### src/rtl/mem_access_unit_if.sv
// Data-memory bus between the MEM-stage access unit and the data memory.
// master: the access unit (drives request, write strobe, mask, address, data;
//         receives grant, read-valid and read data).
// slave:  the memory (the mirror image).
interface mem_access_unit_if #(
    parameter int unsigned XLEN = 32
);
    logic            dm_req;
    logic            dm_web;
    logic [XLEN-1:0] dm_bweb;
    logic [XLEN-1:0] dm_addr;
    logic [XLEN-1:0] dm_wdata;
    logic            dm_gnt;
    logic            dm_rvalid;
    logic [XLEN-1:0] dm_rdata;

    modport master (
        output dm_req, dm_web, dm_bweb, dm_addr, dm_wdata,
        input  dm_gnt, dm_rvalid, dm_rdata
    );

    modport slave (
        input  dm_req, dm_web, dm_bweb, dm_addr, dm_wdata,
        output dm_gnt, dm_rvalid, dm_rdata
    );
endinterface

### src/rtl/mem_access_unit.sv
// MEM-stage access unit. Issues loads/stores from the EX/MEM register to the
// data memory, stalls the pipeline until the access completes, aligns and
// extends load data, and registers the MEM/WB outputs.
// Ports:
//   clk, rst           clock; asynchronous active-high reset
//   M_*                EX/MEM pipeline register outputs (held stable while stalled)
//   dm                 data-memory bus (master side)
//   mem_stall          hold IF/ID/EX and EX/MEM this cycle
//   W_*                registered MEM/WB outputs
module mem_access_unit #(
    parameter int unsigned XLEN     = 32,
    parameter logic [6:0]  OP_LOAD  = 7'b0000011,
    parameter logic [6:0]  OP_STORE = 7'b0100011
) (
    input  logic              clk,
    input  logic              rst,
    input  logic [6:0]        M_op,
    input  logic [4:0]        M_rd,
    input  logic [2:0]        M_funct3,
    input  logic              M_reg_write_enable,
    input  logic              M_wb_data_sel,
    input  logic [XLEN-1:0]   M_dm_write_enable,
    input  logic              M_web,
    input  logic [XLEN-1:0]   M_alu_out,
    input  logic [XLEN-1:0]   M_dm_data,
    mem_access_unit_if.master dm,
    output logic              mem_stall,
    output logic [4:0]        W_rd,
    output logic              W_reg_write_enable,
    output logic [XLEN-1:0]   W_wb_data
);
    typedef enum logic [1:0] {IDLE, REQ, RESP} state_t;

    state_t          state, state_next;
    logic            is_ld, is_st, is_mem;
    logic            done;
    logic [7:0]      ld_byte;
    logic [15:0]     ld_half;
    logic [XLEN-1:0] ld_ext;

    // The write decision comes from the opcode; the upstream strobe is unused.
    logic unused_web;
    assign unused_web = M_web;

    assign is_ld  = (M_op == OP_LOAD);
    assign is_st  = (M_op == OP_STORE);
    assign is_mem = is_ld | is_st;

    assign dm.dm_web   = ~is_st;
    assign dm.dm_addr  = M_alu_out;
    assign dm.dm_wdata = M_dm_data;
    assign dm.dm_bweb  = M_dm_write_enable;

    always_ff @(posedge clk or posedge rst) begin
        if (rst) state <= IDLE;
        else     state <= state_next;
    end

    // dm_rvalid is only looked at in RESP, so a response coinciding with the
    // grant or arriving after an abandoned access is dropped.
    always_comb begin
        state_next = state;
        dm.dm_req  = 1'b0;
        done       = 1'b0;
        case (state)
            IDLE: begin
                if (is_mem) begin
                    dm.dm_req = 1'b1;
                    if (dm.dm_gnt) begin
                        if (is_st) done = 1'b1;
                        else       state_next = RESP;
                    end else begin
                        state_next = REQ;
                    end
                end
            end
            REQ: begin
                dm.dm_req = 1'b1;
                if (dm.dm_gnt) begin
                    done       = is_st;
                    state_next = is_ld ? RESP : IDLE;
                end
            end
            RESP: begin
                if (dm.dm_rvalid) begin
                    done       = 1'b1;
                    state_next = IDLE;
                end
            end
            default: state_next = IDLE;
        endcase
    end

    assign mem_stall = is_mem & ~done;

    always_comb begin
        case (M_alu_out[1:0])
            2'd0:    ld_byte = dm.dm_rdata[7:0];
            2'd1:    ld_byte = dm.dm_rdata[15:8];
            2'd2:    ld_byte = dm.dm_rdata[23:16];
            default: ld_byte = dm.dm_rdata[31:24];
        endcase
        ld_half = M_alu_out[1] ? dm.dm_rdata[31:16] : dm.dm_rdata[15:0];
        case (M_funct3)
            3'b000:  ld_ext = {{24{ld_byte[7]}}, ld_byte};
            3'b100:  ld_ext = {24'h000000, ld_byte};
            3'b001:  ld_ext = {{16{ld_half[15]}}, ld_half};
            3'b101:  ld_ext = {16'h0000, ld_half};
            default: ld_ext = dm.dm_rdata;
        endcase
    end

    // While stalled, a bubble goes down the pipe and the data fields hold.
    always_ff @(posedge clk or posedge rst) begin
        if (rst) begin
            W_rd               <= '0;
            W_reg_write_enable <= 1'b0;
            W_wb_data          <= '0;
        end else if (mem_stall) begin
            W_reg_write_enable <= 1'b0;
        end else begin
            W_rd               <= M_rd;
            W_reg_write_enable <= M_reg_write_enable & (M_rd != 5'd0);
            W_wb_data          <= M_wb_data_sel ? ld_ext : M_alu_out;
        end
    end
endmodule

### src/flat_wrapper.sv
// flat-port wrapper written by rule: the top's interface ports become plain ports
module mem_access_unit_flat 
#(
    parameter int unsigned XLEN     = 32,
    parameter logic [6:0]  OP_LOAD  = 7'b0000011,
    parameter logic [6:0]  OP_STORE = 7'b0100011
)
  (clk, rst, M_op, M_rd, M_funct3, M_reg_write_enable, M_wb_data_sel, M_dm_write_enable, M_web, M_alu_out, M_dm_data, mem_stall, W_rd, W_reg_write_enable, W_wb_data, dm_dm_req, dm_dm_web, dm_dm_bweb, dm_dm_addr, dm_dm_wdata, dm_dm_gnt, dm_dm_rvalid, dm_dm_rdata);
  mem_access_unit_if #(.XLEN(XLEN)) dm_i ();
  input  logic clk;
  input  logic rst;
  input  logic [6:0] M_op;
  input  logic [4:0] M_rd;
  input  logic [2:0] M_funct3;
  input  logic M_reg_write_enable;
  input  logic M_wb_data_sel;
  input  logic [XLEN-1:0] M_dm_write_enable;
  input  logic M_web;
  input  logic [XLEN-1:0] M_alu_out;
  input  logic [XLEN-1:0] M_dm_data;
  output logic mem_stall;
  output logic [4:0] W_rd;
  output logic W_reg_write_enable;
  output logic [XLEN-1:0] W_wb_data;
  output wire logic [$bits(dm_i.dm_req)-1:0] dm_dm_req;
  output wire logic [$bits(dm_i.dm_web)-1:0] dm_dm_web;
  output wire logic [$bits(dm_i.dm_bweb)-1:0] dm_dm_bweb;
  output wire logic [$bits(dm_i.dm_addr)-1:0] dm_dm_addr;
  output wire logic [$bits(dm_i.dm_wdata)-1:0] dm_dm_wdata;
  input wire logic [$bits(dm_i.dm_gnt)-1:0] dm_dm_gnt;
  input wire logic [$bits(dm_i.dm_rvalid)-1:0] dm_dm_rvalid;
  input wire logic [$bits(dm_i.dm_rdata)-1:0] dm_dm_rdata;
  assign dm_dm_req = dm_i.dm_req;
  assign dm_dm_web = dm_i.dm_web;
  assign dm_dm_bweb = dm_i.dm_bweb;
  assign dm_dm_addr = dm_i.dm_addr;
  assign dm_dm_wdata = dm_i.dm_wdata;
  assign dm_i.dm_gnt = dm_dm_gnt;
  assign dm_i.dm_rvalid = dm_dm_rvalid;
  assign dm_i.dm_rdata = dm_dm_rdata;
  mem_access_unit #(.XLEN(XLEN), .OP_LOAD(OP_LOAD), .OP_STORE(OP_STORE)) u_core (.clk(clk), .rst(rst), .M_op(M_op), .M_rd(M_rd), .M_funct3(M_funct3), .M_reg_write_enable(M_reg_write_enable), .M_wb_data_sel(M_wb_data_sel), .M_dm_write_enable(M_dm_write_enable), .M_web(M_web), .M_alu_out(M_alu_out), .M_dm_data(M_dm_data), .dm(dm_i), .mem_stall(mem_stall), .W_rd(W_rd), .W_reg_write_enable(W_reg_write_enable), .W_wb_data(W_wb_data));
endmodule
### config.mk
export PLATFORM = sky130hd
export DESIGN_NAME = mem_access_unit_flat
export DESIGN_NICKNAME = d
export VERILOG_FILES = /design/src/rtl/mem_access_unit_if.sv /design/src/rtl/mem_access_unit.sv /design/src/flat_wrapper.sv
export SDC_FILE = /design/constraint.sdc
export NUM_CORES = 1
export LEC_CHECK = 0
export BUFFER_PORTS_ARGS = -buffer_cell sky130_fd_sc_hd__buf_4
export CORE_AREA = 3 3 109 111
export CTS_CLUSTER_DIAMETER = 50
export DETAILED_ROUTE_END_ITERATION = 8
export DIE_AREA = 0 0 112 114
export PLACE_DENSITY = 0.71
export SYNTH_ARGS = -nofsm -noshare
export SYNTH_HDL_FRONTEND = slang
export SYNTH_SLANG_ARGS = --single-unit
export TNS_END_PERCENT = 30
### constraint.sdc
create_clock -name clk -period 1.4 [get_ports clk]
set_input_delay 0.07 -clock clk [delete_from_list [all_inputs] [get_ports clk]]
set_output_delay 0.07 -clock clk [all_outputs]
set_load 0.05 [all_outputs]
==> flow_summary.ini, run 1 <==
[placed_design]
pre_cts_ws_ps = -186
hpwl_mm = 9.41
routabilityCongestion = 0.890
portBuffers = 157
dpl_cell_area_um2 = 3930

[setup_path]
critical_path.startpoint_type = register
crit_fanout = 5
reg2reg_from = u_core.state[1]
rrSetupSlack_ps = -70
reg2reg_depth = 7
worstPathArrival_ps = 1470
worstSetupStartpoint = u_core.state[1]
worstSetupEndpointType = primary output
cp.required_ps = 1330
critPathKind = reg -> out
rr_endpoint = u_core.W_wb_data[14]

[cts]
htreeDepth = 2
cts_tree = yes
numCtsBuffers = 5
numClockSinks = 40
clk-insertion-delay-late_ps = 290
path_clk_slew_ps = 80
clockRootBuffer = clkbuf_8
cts_buffer_depth = 2

[timing]
tightest_slew_ps = 349
max_freq_ghz = 0.651
hold_viol = 0
setup_tns_ps = -1310
slew_viol_final = 0
period_needed_ps = 1540
fin_skew_ps = 7.54
period_share_pct = 110
relSlewSlack_pct = 76.6
worst_slack_ps = -137
setup-violations-final = 30
rsz0062_at_grt = true

[synth]
syn_area_um2 = 3200
seq_area_frac_synth_pct = 31.3
syn_nets = 539
synth-edff-count = 0
ys_ff_latch = 40
yosys_most_used_dff = dfrtp_1
syn_area_per_cell_um2 = 8.22
yosysUniqueCellTypes = 44
synthArstFlopShare_pct = 100
syn-instance-count = 389
yosys_warnings = 0

[hold_path]
hold_path_class = in -> reg
worstHoldEndpoint = u_core.W_reg_write_enable
hold_depth = 3
worstHoldStart = M_reg_write_enable

[die]
fp.coreArea_um2 = 10900
start_util_pct = 29.4
die_area_um2 = 12800
rows = 38
ios = 287
die-width_um = 112
die-height_um = 114

[grt]
grt_first_pass_wirelength_mm = 17.1
antenna_found_initial = 0
grt_max_degree = 28
use_met1_pct = 18.8
grt-ovfl-total = 0
grt_pass1_vias = 3115
use_met2_pct = 31.5
grtUsageMet3_pct = 5.99
grtUsageTotal_pct = 17.1
top_usage_layer = met2

[detailed_routing]
dr.pass1.iters = 5
via_count = 3129
drcViolationCount = 0
wl_per_cell_um = 19.0
drtIter0Drc = 282
postRouteAntennaNets = 0
wl_mm = 11.7
via_per_inst = 5.09

[run]
maxCapViolCount = 0

[pwr]
combPwrFrac_pct = 39.3
p_leak_nw = 2.02
power_density_nw_per_um2 = 907
p_clk_share_pct = 26.8
power.total_mw = 3.92
vdd_ir_drop_max_mv = 0.447
power.switching_mw = 1.46
switching_share_pct = 37.3
seq_power_share_pct = 33.9
power.internal_mw = 2.46

[cells_and_area]
final_area_um2 = 4320
regArea_um2 = 1000
fin_util_pct = 39.7
multi_input_area_um2 = 1420
diodes = 0
final_net_count = 624
area_delta_synth_final_pct = 35.2
nFillCells = 1086
drive_above_1_share_pct = 48.4

[outcome]
violations = setup timing
status = finished, violations left
==> flip-flops by register name, indices dropped and copies added (netlist names) <==
register and count:
u_core.W_rd 5, u_core.W_reg_write_enable 1, u_core.W_wb_data 32, u_core.state 2
==> worst max path at each step <==
stage | end | slack, ps | depth (start not counted)
floorplan | u_core.W_wb_data[16] | 4 | 6
global placement | u_core.W_wb_data[16] | -60 | 7
detailed placement | u_core.W_wb_data[16] | -190 | 7
CTS | mem_stall | -120 | 6
global route | mem_stall | -170 | 6
finish | mem_stall | -140 | 6
==> cell families after synthesis <==
logic type,count (synthesis),share of synthesized area [%]
buf+inv,122,26.8
mux,11,3.56
flops,40,31.3
compound gates,86,19.8
simple gates,130,18.5
==> cell type report <==
type,instances,area share (%)
Timing Repair Buffer,194,36.5
Tap cell,140,4.05
Clock buffer,7,2.23
Sequential cell,40,23.2
Inverter,6,0.637
Clock inverter,1,0.695
Multi-Input combinational cell,227,32.8
==> critical path, cell delays in order (launching register included) <==
cell	delay, ps
dfrtp_1	410
nand3b_1	170
nand4b_1	140
buf_6	150
inv_6	50
buf_8	120
buf_8	140
==> placed cells by master, fill, tap and decap left out, types with 3 or more instances in the layout <==
master         count
a211oi_1           8
a211oi_2          15
a21o_1             3
a21oi_1            8
a21oi_2            3
buf_12             5
buf_4            177
clkbuf_8           7
dfrtp_1           40
dlygate4sd3_1      7
inv_1              3
mux2_2             3
mux2i_1            8
nand2_1           54
nand2b_1           8
nand3b_1           3
nor2_1            28
nor2_4             3
nor2b_1            6
nor3_1            16
nor3_2             3
o21ai_0           15
o21ai_1            9
o221ai_1           5
o22ai_1            6
==> cells in the mapped netlist, drive strengths merged (2+ instances only) <==
cell / n / area (um^2)
buf: 111 / 817
nand2: 54 / 203
dfrtp: 40 / 1000
nor2: 31 / 116
o21ai: 25 / 125
a211oi: 23 / 223
nor3: 19 / 95.1
a21oi: 11 / 55.1
mux2i: 8 / 80.1
nand2b: 8 / 50.1
nor2b: 6 / 37.5
o22ai: 6 / 37.5
clkbuf: 5 / 18.8
inv: 5 / 18.8
o221ai: 5 / 43.8
a21o: 3 / 22.5
a2bb2oi: 3 / 32.5
mux2: 3 / 33.8
nand3b: 3 / 22.5
o211a: 2 / 20.0
or3: 2 / 12.5
or3b: 2 / 17.5
==> power by group through the flow <==
| stage | clock network, mW | logic, mW | registers (mW) |
|---|---|---|---|
| CTS | 1.07 | 1.52 | 1.32 |
| detailed placement | 0 | 1.50 | 1.34 |
| finish | 1.05 | 1.54 | 1.33 |
| global placement | 0 | 1.48 | 1.35 |
| global route | 1.12 | 1.62 | 1.34 |
| floorplan | 0 | 1.07 | 1.70 |
==> repair_timing <==
item                                    4_1_cts  5_1_grt
hold buffers                                  7        0
endpoints found under the setup margin       30       38
cloned                                        0        1
resized for setup                             9       32
endpoints found under the hold margin        19        0
pin swaps                                     3       12
setup buffers                                 3        3
==> routing by layer <==
metal | vias up | part of all wire, %
met2 | 205 | 53
met4 | 0 | 1.7
met3 | 22 | 9.2
met5 | - | 0
li1 | 1416 | -
met1 | 1486 | 36
==> stage by stage <==
step,hold slack (ps),instances
6_report,35.1,615
5_1_grt,29.3,615
4_1_cts,21.7,611
3_5_place_dp,60.6,593
3_3_place_gp,55.4,593
2_1_floorplan,143,389
(Power assumes the default switching activity.)
==> run 2, diff against run 1 <==
--- a/config.mk
+++ b/config.mk
@@ -10,6 +10,7 @@
 export CTS_CLUSTER_DIAMETER = 50
 export DETAILED_ROUTE_END_ITERATION = 8
 export DIE_AREA = 0 0 112 114
+export GPL_TIMING_DRIVEN = 0
 export PLACE_DENSITY = 0.71
 export SYNTH_ARGS = -nofsm -noshare
 export SYNTH_HDL_FRONTEND = slang
==> constraint.sdc (replaced) <==
create_clock -name clk -period 1.2 [get_ports clk]
set_input_delay 0.06 -clock clk [delete_from_list [all_inputs] [get_ports clk]]
set_output_delay 0.06 -clock clk [all_outputs]
set_load 0.05 [all_outputs]
==> flow_summary.ini, run 2 (same netlist as run 1, synthesis figures left out) <==
[cts]
numCtsBuffers = 5
clk-insertion-delay-late_ps = 300
clockRootBuffer = clkbuf_8
htreeDepth = 2
cts_tree = yes
cts_buffer_depth = 2
path_clk_slew_ps = 80
numClockSinks = 40

[pwr]
p_leak_nw = 2.79
power_density_nw_per_um2 = 925
power.total_mw = 5.13
vdd_ir_drop_max_mv = 0.533

[timing]
period_share_pct = 126
relSlewSlack_pct = 39.7
holdWs_ps = -38.4
rsz0062_at_grt = true
worst_slack_ps = -312
max_freq_ghz = 0.662
tightest_slew_ps = 902
slew_viol_final = 0
fin_skew_ps = 7.92
hold_viol = 40
period_needed_ps = 1510
setup-violations-final = 39
setup_tns_ps = -9900

[placed_design]
hpwl_mm = 10.7
routabilityCongestion = 0.858
pre_cts_ws_ps = -474
portBuffers = 219

[setup_path]
reg2reg_depth = 7
worstSetupEndpointType = register
cp_slowest_cell = dfrtp_1
critPathKind = reg -> reg
worstPathArrival_ps = 1720
worstSetupStartpoint = u_core.state[1]
critical_path.startpoint_type = register
cp_top_family = buffers and inverters
crit_fanout = 11
reg2reg_from = u_core.state[1]
rrSetupSlack_ps = -310
worstPathBufferInverterCount = 3
rr_endpoint = u_core.W_wb_data[14]
cp_slowest_stage_delay_ps = 410
crit_chain = nand3b_1, nand4b_1, buf_4, buf_12, buf_8, nor2_1, a211oi_2
cp.required_ps = 1410
crit_cells = 7

[detailed_routing]
postRouteAntennaNets = 0
wl_per_cell_um = 17.4
drcViolationCount = 0
wl_mm = 13.5
via_count = 3682
drtIter0Drc = 216
dr.pass1.iters = 4
via_per_inst = 4.73

[cells_and_area]
final_cell_mix = 329 x buf_4, 50 x nand2_1, 40 x dfrtp_1, 21 x nor2_1, 17 x a211oi_2
multi_input_area_um2 = 1450
regMostFlops = u_core.W_wb_data
diodes = 0
area_delta_synth_final_pct = 73.4
regArea_um2 = 1000
reg_top3 = u_core.W_wb_data x32, u_core.W_rd x5, u_core.state x2
drive_above_1_share_pct = 63.0
largest_register_ffs = 32
final_net_count = 787
final_common_cell = buf_4
nFillCells = 1028

[die]
fp.coreArea_um2 = 10900
die_area_um2 = 12800
die-height_um = 114
die-width_um = 112
start_util_pct = 29.4
rows = 38
ios = 287

[hold_path]
hold_path_class = in -> async

[grt]
use_met2_pct = 36.4
antenna_found_initial = 0
grt_first_pass_wirelength_mm = 19.5
grtUsageTotal_pct = 19.2
use_met1_pct = 21.4
grt_max_degree = 41
grt-ovfl-total = 0
top_usage_layer = met2
grtUsageMet3_pct = 5.20
grt_pass1_vias = 3725

[outcome]
violations = hold timing, setup timing
status = finished, violations left

[run]
maxCapViolCount = 0
## run 2: worst reg2reg max path: stages, from the launching register on
cell	delay (ps)
dfrtp_1	410
nand3b_1	170
nand4b_1	160
buf_4	160
buf_12	160
buf_8	140
nor2_1	50
a211oi_2	190
## run 2: final cells by class
| cell class | instances | share of cell area (%) |
|---|---|---|
| plain buffers | 116 | 16.5 |
| clock buffers | 7 | 1.56 |
| clock inverters | 1 | 0.135 |
| inverters | 6 | 0.406 |
| multi-input cells | 227 | 26.1 |
| flip-flops and latches | 40 | 18.0 |
| well taps | 140 | 3.16 |
| repair buffers | 241 | 34.1 |
## run 2: where the power goes
group          switching [mW]  internal, mW
logic                    1.63         0.982
registers              0.0737          1.47
clock network           0.512         0.468
## run 2: worst max-delay path by stage
stage / to / slack, ps
3_3_place_gp: u_core.W_wb_data[19] / -450
4_1_cts: u_core.W_wb_data[28] / -310
3_5_place_dp: u_core.W_wb_data[25] / -470
2_1_floorplan: dm_dm_req / -150
6_report: u_core.W_wb_data[14] / -310
5_1_grt: u_core.W_wb_data[22] / -390
## run 2: timing repair
action,4_1_cts,5_1_grt
endpoints found under the hold margin,6,0
resized for setup,40,18
cloned,0,3
pin swaps,4,7
hold buffers,6,0
setup buffers,7,6
setup endpoints to repair,40,40
## run 2: through the flow
stage	hold slack [ps]	cells	util [%]	cell area, um^2
after global routing	35.4	778	50.9	5550
after CTS	3.76	769	49.3	5370
after detailed placement	247	748	46.2	5030
final	-38.4	778	50.9	5550
after floorplan	133	389	-	3220
after global placement	240	748	46.2	5030
## run 2: per-layer routing
layer | share of wire [%] | vias up | wire, um
met4 | 0.90 | 0 | 122
met3 | 9.1 | 11 | 1240
met2 | 53 | 209 | 7210
met5 | 0 | - | 0
met1 | 37 | 1727 | 4970
li1 | - | 1735 | -
